===== src/rtl/dm_arb_pkg.sv =====
// Shared types and helpers for the data-memory port arbiter.
// The state encoding and the round-robin search are used by dm_arbiter and dm_rr_arbiter.
package dm_arb_pkg;

    typedef enum logic [1:0] {
        S_IDLE  = 2'd0,
        S_CMD   = 2'd1,
        S_RDATA = 2'd2
    } state_t;

    localparam int N_REQ_MAX = 4;
    localparam int IDX_W     = 2;

    // Returns {found, index}: first set bit of valid scanning ptr+1, ptr+2, ... modulo n.
    function automatic logic [IDX_W:0] rr_pick(input logic [N_REQ_MAX-1:0] valid,
                                               input logic [IDX_W-1:0]     ptr,
                                               input int                   n);
        logic [IDX_W:0] res;
        int             idx;
        res = '0;
        for (int i = 1; i <= N_REQ_MAX; i++) begin
            idx = int'(ptr) + i;
            if (idx >= n) idx = idx - n;
            if ((i <= n) && !res[IDX_W] && valid[idx[IDX_W-1:0]]) begin
                res = {1'b1, idx[IDX_W-1:0]};
            end
        end
        return res;
    endfunction

endpackage


===== src/rtl/dm_rr_arbiter.sv =====
// Combinational round-robin pick among masked requesters.
// Produces a one-hot grant plus the winning index; any=0 when nobody is eligible.
module dm_rr_arbiter
    import dm_arb_pkg::*;
#(
    parameter int N_REQ = 2
) (
    input  logic [N_REQ-1:0] valid,
    input  logic [N_REQ-1:0] mask,
    input  logic [IDX_W-1:0] ptr,
    output logic [N_REQ-1:0] grant,
    output logic [IDX_W-1:0] idx,
    output logic             any
);

    logic [N_REQ_MAX-1:0] cand;
    logic [IDX_W:0]       pick;

    always_comb begin
        cand = '0;
        cand[N_REQ-1:0] = valid & mask;
        pick = rr_pick(cand, ptr, N_REQ);
        any  = pick[IDX_W];
        idx  = pick[IDX_W-1:0];
        grant = '0;
        for (int i = 0; i < N_REQ; i++) begin
            grant[i] = any && (idx == IDX_W'(i));
        end
    end

endmodule


===== src/rtl/dm_arbiter.sv =====
// Round-robin arbiter sharing one synchronous data-memory port between N_REQ requesters.
// Optional DM_ARB_LOCK_EN adds i_req_lock so one owner can hold the port for RMW/AMO sequences.
module dm_arbiter
    import dm_arb_pkg::*;
#(
    parameter int N_REQ  = 2,
    parameter int ADDR_W = 32,
    parameter int DATA_W = 32
) (
    input  logic                         i_clk,
    input  logic                         i_rst,
    // Handshake: a requester holds i_req_valid and a stable payload until it sees its
    // o_req_ready bit; the transfer happens in that cycle. Dropping valid earlier loses it.
    input  logic [N_REQ-1:0]             i_req_valid,
    input  logic [N_REQ*ADDR_W-1:0]      i_req_addr,
    input  logic [N_REQ*DATA_W-1:0]      i_req_wd,
    input  logic [N_REQ*(DATA_W/8)-1:0]  i_req_wen,
    input  logic [N_REQ-1:0]             i_req_ren,
`ifdef DM_ARB_LOCK_EN
    input  logic [N_REQ-1:0]             i_req_lock,
`endif
    output logic [N_REQ-1:0]             o_req_ready,
    output logic [N_REQ-1:0]             o_req_rvalid,
    output logic [DATA_W-1:0]            o_req_rd,
    output logic [ADDR_W-1:0]            o_DM_addr,
    output logic [DATA_W-1:0]            o_DM_wd,
    output logic [(DATA_W/8)-1:0]        o_DM_wen,
    output logic                         o_DM_ren,
    input  logic [DATA_W-1:0]            i_DM_rd,
    output state_t                       o_dbg_state
);

    localparam int WEN_W = DATA_W / 8;

    state_t             state, state_nxt;
    logic [IDX_W-1:0]   ptr, owner, win_idx;
    logic [N_REQ-1:0]   grant, mask;
    logic               win_any, lock_held;
    logic [ADDR_W-1:0]  sel_addr;
    logic [DATA_W-1:0]  sel_wd;
    logic [WEN_W-1:0]   sel_wen;
    logic [N_REQ_MAX-1:0] ren_ext;

    dm_rr_arbiter #(.N_REQ(N_REQ)) u_rr (
        .valid (i_req_valid),
        .mask  (mask),
        .ptr   (ptr),
        .grant (grant),
        .idx   (win_idx),
        .any   (win_any)
    );

`ifdef DM_ARB_LOCK_EN
    logic                 lock_q;
    logic [N_REQ_MAX-1:0] lock_ext;

    always_comb begin
        lock_ext = '0;
        lock_ext[N_REQ-1:0] = i_req_lock;
        for (int i = 0; i < N_REQ; i++) begin
            mask[i] = !lock_q || (owner == IDX_W'(i));
        end
    end

    always_ff @(posedge i_clk) begin
        if (i_rst) begin
            lock_q <= 1'b0;
        end else if (state == S_IDLE && win_any) begin
            lock_q <= lock_ext[win_idx];
        end
    end

    assign lock_held = lock_q;
`else
    assign mask      = '1;
    assign lock_held = 1'b0;
`endif

    always_comb begin
        sel_addr = i_req_addr[int'(win_idx)*ADDR_W +: ADDR_W];
        sel_wd   = i_req_wd[int'(win_idx)*DATA_W +: DATA_W];
        sel_wen  = i_req_wen[int'(win_idx)*WEN_W +: WEN_W];
        ren_ext  = '0;
        ren_ext[N_REQ-1:0] = i_req_ren;
    end

    always_ff @(posedge i_clk) begin
        if (i_rst) begin
            state <= S_IDLE;
        end else begin
            state <= state_nxt;
        end
    end

    always_comb begin
        state_nxt = state;
        case (state)
            S_IDLE:  if (win_any) state_nxt = S_CMD;
            S_CMD:   state_nxt = o_DM_ren ? S_RDATA : S_IDLE;
            S_RDATA: state_nxt = S_IDLE;
            default: state_nxt = S_IDLE;
        endcase
    end

    always_comb begin
        o_req_ready = (state == S_IDLE && !i_rst) ? grant : '0;
        o_dbg_state = state;
    end

    // A write with ren set is treated as a plain write; the read is dropped.
    always_ff @(posedge i_clk) begin
        if (i_rst) begin
            o_DM_addr <= '0;
            o_DM_wd   <= '0;
            o_DM_wen  <= '0;
            o_DM_ren  <= 1'b0;
            owner     <= '0;
            ptr       <= IDX_W'(N_REQ - 1);
        end else begin
            case (state)
                S_IDLE: begin
                    if (win_any) begin
                        o_DM_addr <= sel_addr;
                        o_DM_wd   <= sel_wd;
                        o_DM_wen  <= sel_wen;
                        o_DM_ren  <= ren_ext[win_idx] && (sel_wen == '0);
                        owner     <= win_idx;
                        if (!lock_held) ptr <= win_idx;
                    end else begin
                        o_DM_addr <= '0;
                        o_DM_wd   <= '0;
                        o_DM_wen  <= '0;
                        o_DM_ren  <= 1'b0;
                    end
                end
                S_CMD: begin
                    o_DM_wen <= '0;
                    o_DM_ren <= 1'b0;
                end
                default: ;
            endcase
        end
    end

    always_ff @(posedge i_clk) begin
        if (i_rst) begin
            o_req_rd     <= '0;
            o_req_rvalid <= '0;
        end else begin
            if (state == S_RDATA) o_req_rd <= i_DM_rd;
            for (int i = 0; i < N_REQ; i++) begin
                o_req_rvalid[i] <= (state == S_RDATA) && (owner == IDX_W'(i));
            end
        end
    end

endmodule


===== config.mk =====
export PLATFORM = sky130hd
export DESIGN_NAME = dm_arbiter
export DESIGN_NICKNAME = d
export VERILOG_FILES = /design/src/rtl/dm_arb_pkg.sv /design/src/rtl/dm_rr_arbiter.sv /design/src/rtl/dm_arbiter.sv
export SDC_FILE = /design/constraint.sdc
export NUM_CORES = 1
export LEC_CHECK = 0
export CORE_MARGIN = 5
export CORE_UTILIZATION = 41
export CTS_CLUSTER_DIAMETER = 120
export DETAILED_ROUTE_END_ITERATION = 16
export PLACE_DENSITY_LB_ADDON = 0.2
export SYNTH_ARGS = -nofsm -noshare
export SYNTH_HDL_FRONTEND = slang
export SYNTH_HIERARCHICAL = 1
export SYNTH_SLANG_ARGS = --single-unit
export TNS_END_PERCENT = 30

===== constraint.sdc =====
create_clock -name i_clk -period 4.4 [get_ports i_clk]
set_clock_uncertainty 0.1 [all_clocks]
set_input_delay 0.88 -clock i_clk [delete_from_list [all_inputs] [get_ports i_clk]]
set_output_delay 0.88 -clock i_clk [all_outputs]
set_load 0.05 [all_outputs]

### After elaboration in Yosys (flattened, before gate mapping)

Index checks and enable logic that the tools add are counted.

* multiplexer cells: 20
* $lt $le $gt $ge: 5
* eq/ne operators: 5
* $add $sub $neg: 4
* shift-type cells: 3
* reduce and logical (&&, ||, !) cells: 15

Operator list (number)
* variable part select 64 x 8 -> 32 bit: 2
* 2-to-1 mux 32 bit: 2
* 2-to-1 mux 2 bit: 5
* < comparator 2 x 3 -> 1 bit, second input constant: 3
* one-hot mux 4 bit (2 select lines): 1
* variable part select 8 x 5 -> 4 bit: 1
* logical AND 1 bit: 7
* binary-select mux 1 bit (select 2 bit): 3
* equality test 2 x 1 -> 1 bit, second input constant: 3
* greater-or-equal comparator 3 x 2 -> 1 bit, second input constant: 2
* zero test 2 bit: 3
* 2-to-1 mux 3 bit: 2
* zero test 4 bit: 1
* 2-to-1 mux 1 bit: 4
* 2-to-1 mux 4 bit: 1
* one-hot mux 2 bit (2 select lines): 1
* subtractor 2 bit, second input constant: 2
* adder 2 x 1 -> 3 bit, second input constant: 1
* adder 2 x 2 -> 3 bit, second input constant: 1
* equality test 2 bit, second input constant: 1
* zero test 1 bit: 2
* != test 2 x 1 -> 1 bit, second input constant: 1
* one-hot mux 1 bit (2 select lines): 1
* AND reduction 2 bit: 1
* nonzero test 2 bit: 1

* logic and storage cells: 61
* input bits: 174
* register bits after elaboration: 109

### Longest topological paths before layout

* depth in word-level cells: 14
* depth in mapped cells: 7

### Modules after synthesis

The synthesis kept the hierarchy.

By module, submodules not included
* dm_arbiter: instances 1, sequential area each 2162.1 um2, area each 4628.2 um2, cells an instance 480
* dm_rr_arbiter: instances 1, sequential area each 0.0 um2, area each 61.3 um2, cells an instance 10

### Worst setup path before layout

No wires, ideal clock.

* kind: register -> output
* start: register state[1] (netlist: o_dbg_state[1])
* end: output o_req_ready[0]
* buffers on the path: 3
* required time: 3.420 ns
* slack: 1.524 ns
* stages on the path, launching flop included: 6
* arrival: 1.896 ns
* cell sequence: dfxtp_1 -> or2_1 -> buf_2 -> buf_6 -> buf_6 -> nor3b_2

* longest elaborated chain between the ends: 3

RTL lines
* start: declaration: line dm_arbiter.sv:35 `state_t state, state_nxt;`
* start signal: assignment: line dm_arbiter.sv:91 `state <= state_nxt;`
* zero test 2 bit: line dm_arbiter.sv:106 `o_req_ready = (state == S_IDLE && !i_rst) ? grant : '0;`
* logical AND 1 bit: line dm_arbiter.sv:106
* 2-to-1 mux 2 bit: line dm_arbiter.sv:106
* end: declaration: line dm_arbiter.sv:22 `output logic [N_REQ-1:0] o_req_ready,`

Every way passes these cells.

### Final worst setup path

* start: input i_req_valid[0]
* end: output o_req_ready[1]

* longest elaborated chain between the ends: 9
* elaborated cells on any way between the ends: 11

RTL lines
* start: declaration: line dm_arbiter.sv:14 `input logic [N_REQ-1:0] i_req_valid,`
* binary-select mux 1 bit (select 2 bit): line dm_arb_pkg.sv:24 `if ((i <= n) && !res[IDX_W] && valid[idx[IDX_W-1:0]]) begin`
* 2-to-1 mux 1 bit (not written as such): line dm_arb_pkg.sv:24
* 2-to-1 mux 3 bit: line dm_arb_pkg.sv:24
* zero test 1 bit: line dm_arb_pkg.sv:24
* logical AND 1 bit: line dm_arb_pkg.sv:24
* 2-to-1 mux 3 bit (*): line dm_arb_pkg.sv:24
* equality test 2 x 1 -> 1 bit: line dm_rr_arbiter.sv:27 `grant[i] = any && (idx == IDX_W'(i));`
* logical AND 1 bit (*): line dm_rr_arbiter.sv:27
* net grant[1]: line dm_arbiter.sv:37 `logic [N_REQ-1:0] grant, mask;`
* 2-to-1 mux 2 bit (*): line dm_arbiter.sv:106

The timed path passes the listed nets; every way through them passes the cells marked *. The select of a mux whose other input is x is not followed.

==> results.yml <==
critical_path:
  cp.arrival_ns: 2.71
  critPathRequiredTime_ns: 3.42
  worstPathCellList: "clkdlybuf4s50_1, a21o_1, a21oi_1, nor3b_2, clkdlybuf4s50_1"
  crit_path_top_delay_cell: "clkdlybuf4s50_1"
  cp_max_fo: 3
  cpLargestDelayFamily: "buffers and inverters"
  critPathBufInv: 2
  crit_top_cell: "clkdlybuf4s50_1"
  critPathLaunchType: "primary input"
  worstReg2RegEnd: "o_DM_wen[2]$_SDFFE_PP0P_"
  crit_path_end_kind: "output port"
  path_class: "primary input to output port"
  reg2reg_slack_ns: 2.18
  slowest_delay_ns: 0.82
  rr_startpoint: "ptr[0]$_SDFFE_PP1P_"
  r2r_cells: 5
yosys:
  synth.distinct_cells: 31
  synth-seq-cells: 108
  synthDominantCellAreaShare_pct: 46.10
  syn_inst: 490
  yosysTopAreaCell: "dfxtp_1"
  synth_edf_count: 0
  syn_area_um2: 4689
  synth_warnings: 6
  yosys-top-cells-area: "dfxtp_1 46%, mux2_2 15%, a22oi_1 7.8%, nand2_1 5.6%, nor2_1 5.4%"
  async_flop_share_pct: 0
  yosysSeqAreaShare_pct: 46.10
  postSynthAreaPerCell_um2: 9.570
  ys.flop_type: "dfxtp_1"
pwr:
  leakage_nw: 2.730
  ir_drop_mv: 0.1647
  powerDensity_nw_per_um2: 298.4
worst_hold_path:
  min_path_type: "flip-flop to flip-flop"
  hold_path_end: "o_req_rd[1]$_SDFFE_PP0P_"
  min_path_cells: 2
  min_from: "o_req_rd[1]$_SDFFE_PP0P_"
clocking:
  path_clk_slew_ns: 0.07
  cts_max_level: 3
  cts_buffer_depth: 2
  cts_made_buffers: 9
  holdBufCountCts: 0
  cts_num_sinks: 108
  cts_tree: "done"
  cts_root_buffer: "clkbuf_16"
  postCtsSetupBuffers: 0
  clk_latency_ns: 0.33
  cts-resized-gates: 0
die:
  fp.dieH_um: 116.9
  die_w_um: 116.9
  die_area_um2: 13680
  ios: 281
  core_area_um2: 11320
  start_util_pct: 41.42
  rows: 39
sta:
  tightestPinTransition_ns: 1.248
  rsz0062_at_grt: "false"
  slew_violations: 0
  relSlewSlack_pct: 16.39
  clock.fmax_mhz: 271.2
  worst_slack_ns: 0.7131
  hold_viol_final: 0
  hold_slack_ns: 0.3570
  finalCritPeriodShare_pct: 83.79
  finalSetupViolCount: 0
  period_minus_slack_ns: 3.687
  setup_tns_ns: 0
grt:
  first_global_vias: 4579
  antenna_found_initial: 0
  grt_pass1_wl_um: 22400
  grt_use_total_pct: 20.81
  overflow: 0
  grt_max_degree: 73
job:
  cap_viol_max_count: 0
placed_design:
  hpwl_um: 11480
  port_buffers: 280
  place_ws_ns: 0.7119
  place_congestion: 0.7733
route:
  drc: 0
  wire_per_inst_um: 16.89
  final_antenna_net_count: 0
  first_pass_iters: 4
  vias: 4501
  drt-vias-per-instance: 5.029
  wl_um: 15120
  drt_iter0_drc: 234
finish:
  drive_above_1_share_pct: 14.49
  most-common-layout-cells: "279 x clkdlybuf4s50_1, 108 x dfxtp_1, 70 x nand2_1"
  multi_input_area_um2: 2291
  seqCellArea_um2: 2162
  n_fill_cell: 907
  finalNetCount: 921
  mostFrequentLayoutCell: "clkdlybuf4s50_1"
  syn_to_final_growth_pct: 66.09
  n_antenna_cell: 0
status:
  status: "complete, no violations"
flip-flops by register name (all words and copies together), names as in the netlist:
signal        count
o_DM_wd          32
o_DM_addr        32
owner             1
o_DM_wen          4
o_req_rd         32
o_dbg_state       2
o_req_rvalid      2
o_DM_ren          1
ptr               2
power by group:
group	total [mW]	internal, mW	switching, mW
combinational	0.511	0.266	0.245
clock	0.789	0.442	0.347
sequential	1.02	1.01	0.0197
metal layers:
layer / track usage, % / vias up / share of wire [%]
met4: 6.498 / 0 / 2.0
li1: - / 2214 / -
met2: 38.49 / 183 / 51
met3: 7.918 / 20 / 11
met1: 21.72 / 2084 / 36
met5: 0 / - / 0
worst max-delay path by stage:
stage	from	endpoint	slack, ns	cells after the start
after global placement	i_req_valid[0]	o_req_ready[1]	0.74	5
final	i_req_valid[0]	o_req_ready[1]	0.71	5
after detailed placement	i_req_valid[0]	o_req_ready[1]	0.71	5
after global routing	i_req_valid[1]	o_req_ready[0]	0.64	5
after floorplan	o_dbg_state[1]$_SDFFE_PP0P_	o_req_ready[0]	1.52	5
after CTS	i_req_valid[0]	o_req_ready[1]	0.71	5
Yosys cell counts, types with 2 or more instances:
library cell	n
nor2b_1	3
inv_1	2
buf_6	9
dfxtp_1	108
conb_1	2
a22oi_2	17
o21ai_0	6
nand2_1	70
a21oi_1	35
nand2b_1	2
clkbuf_1	13
buf_4	3
a22oi_1	49
nor3b_2	2
nor2_1	67
mux2i_1	5
nor4bb_1	2
buf_2	18
mux2_2	64
nor4b_1	2
final cells by class:
type	instances	share of cell area, %
Clock inverter	6	0.8032
Timing Repair Buffer	286	36.69
Inverter	2	0.09639
Multi-Input combinational cell	340	29.41
Sequential cell	108	27.76
Clock buffer	10	2.940
Tap cell	143	2.297
cells by family (layout without fill, tap and decap cells):
| logic type | after synthesis | count (layout) | share of synthesized area, % |
|---|---|---|---|
| AOI/OAI and AO/OA | 111 | 111 | 17.48 |
| buffers and inverters | 46 | 304 | 5.843 |
| and+or+nand+nor | 154 | 154 | 13.98 |
| DFF | 108 | 108 | 46.10 |
| muxes | 69 | 69 | 16.44 |
| other | 2 | 6 | 0.1601 |
per-stage QoR:
step,cells,total power [mW],utilization (%),cell area (µm²)
floorplan,494,1.324,-,4705
global placement,879,1.551,66.22,7497
detailed placement,879,1.559,66.22,7497
CTS,895,2.352,68.80,7789
global route,895,2.420,68.80,7789
finish,895,2.324,68.80,7789
tightest hold or removal path: stages, from the launching register on:
cell and delay, ns:
dfxtp_1 0.31, nand2_1 0.05, a21oi_1 0.05
Note: power is estimated with default switching activity, not from simulation.
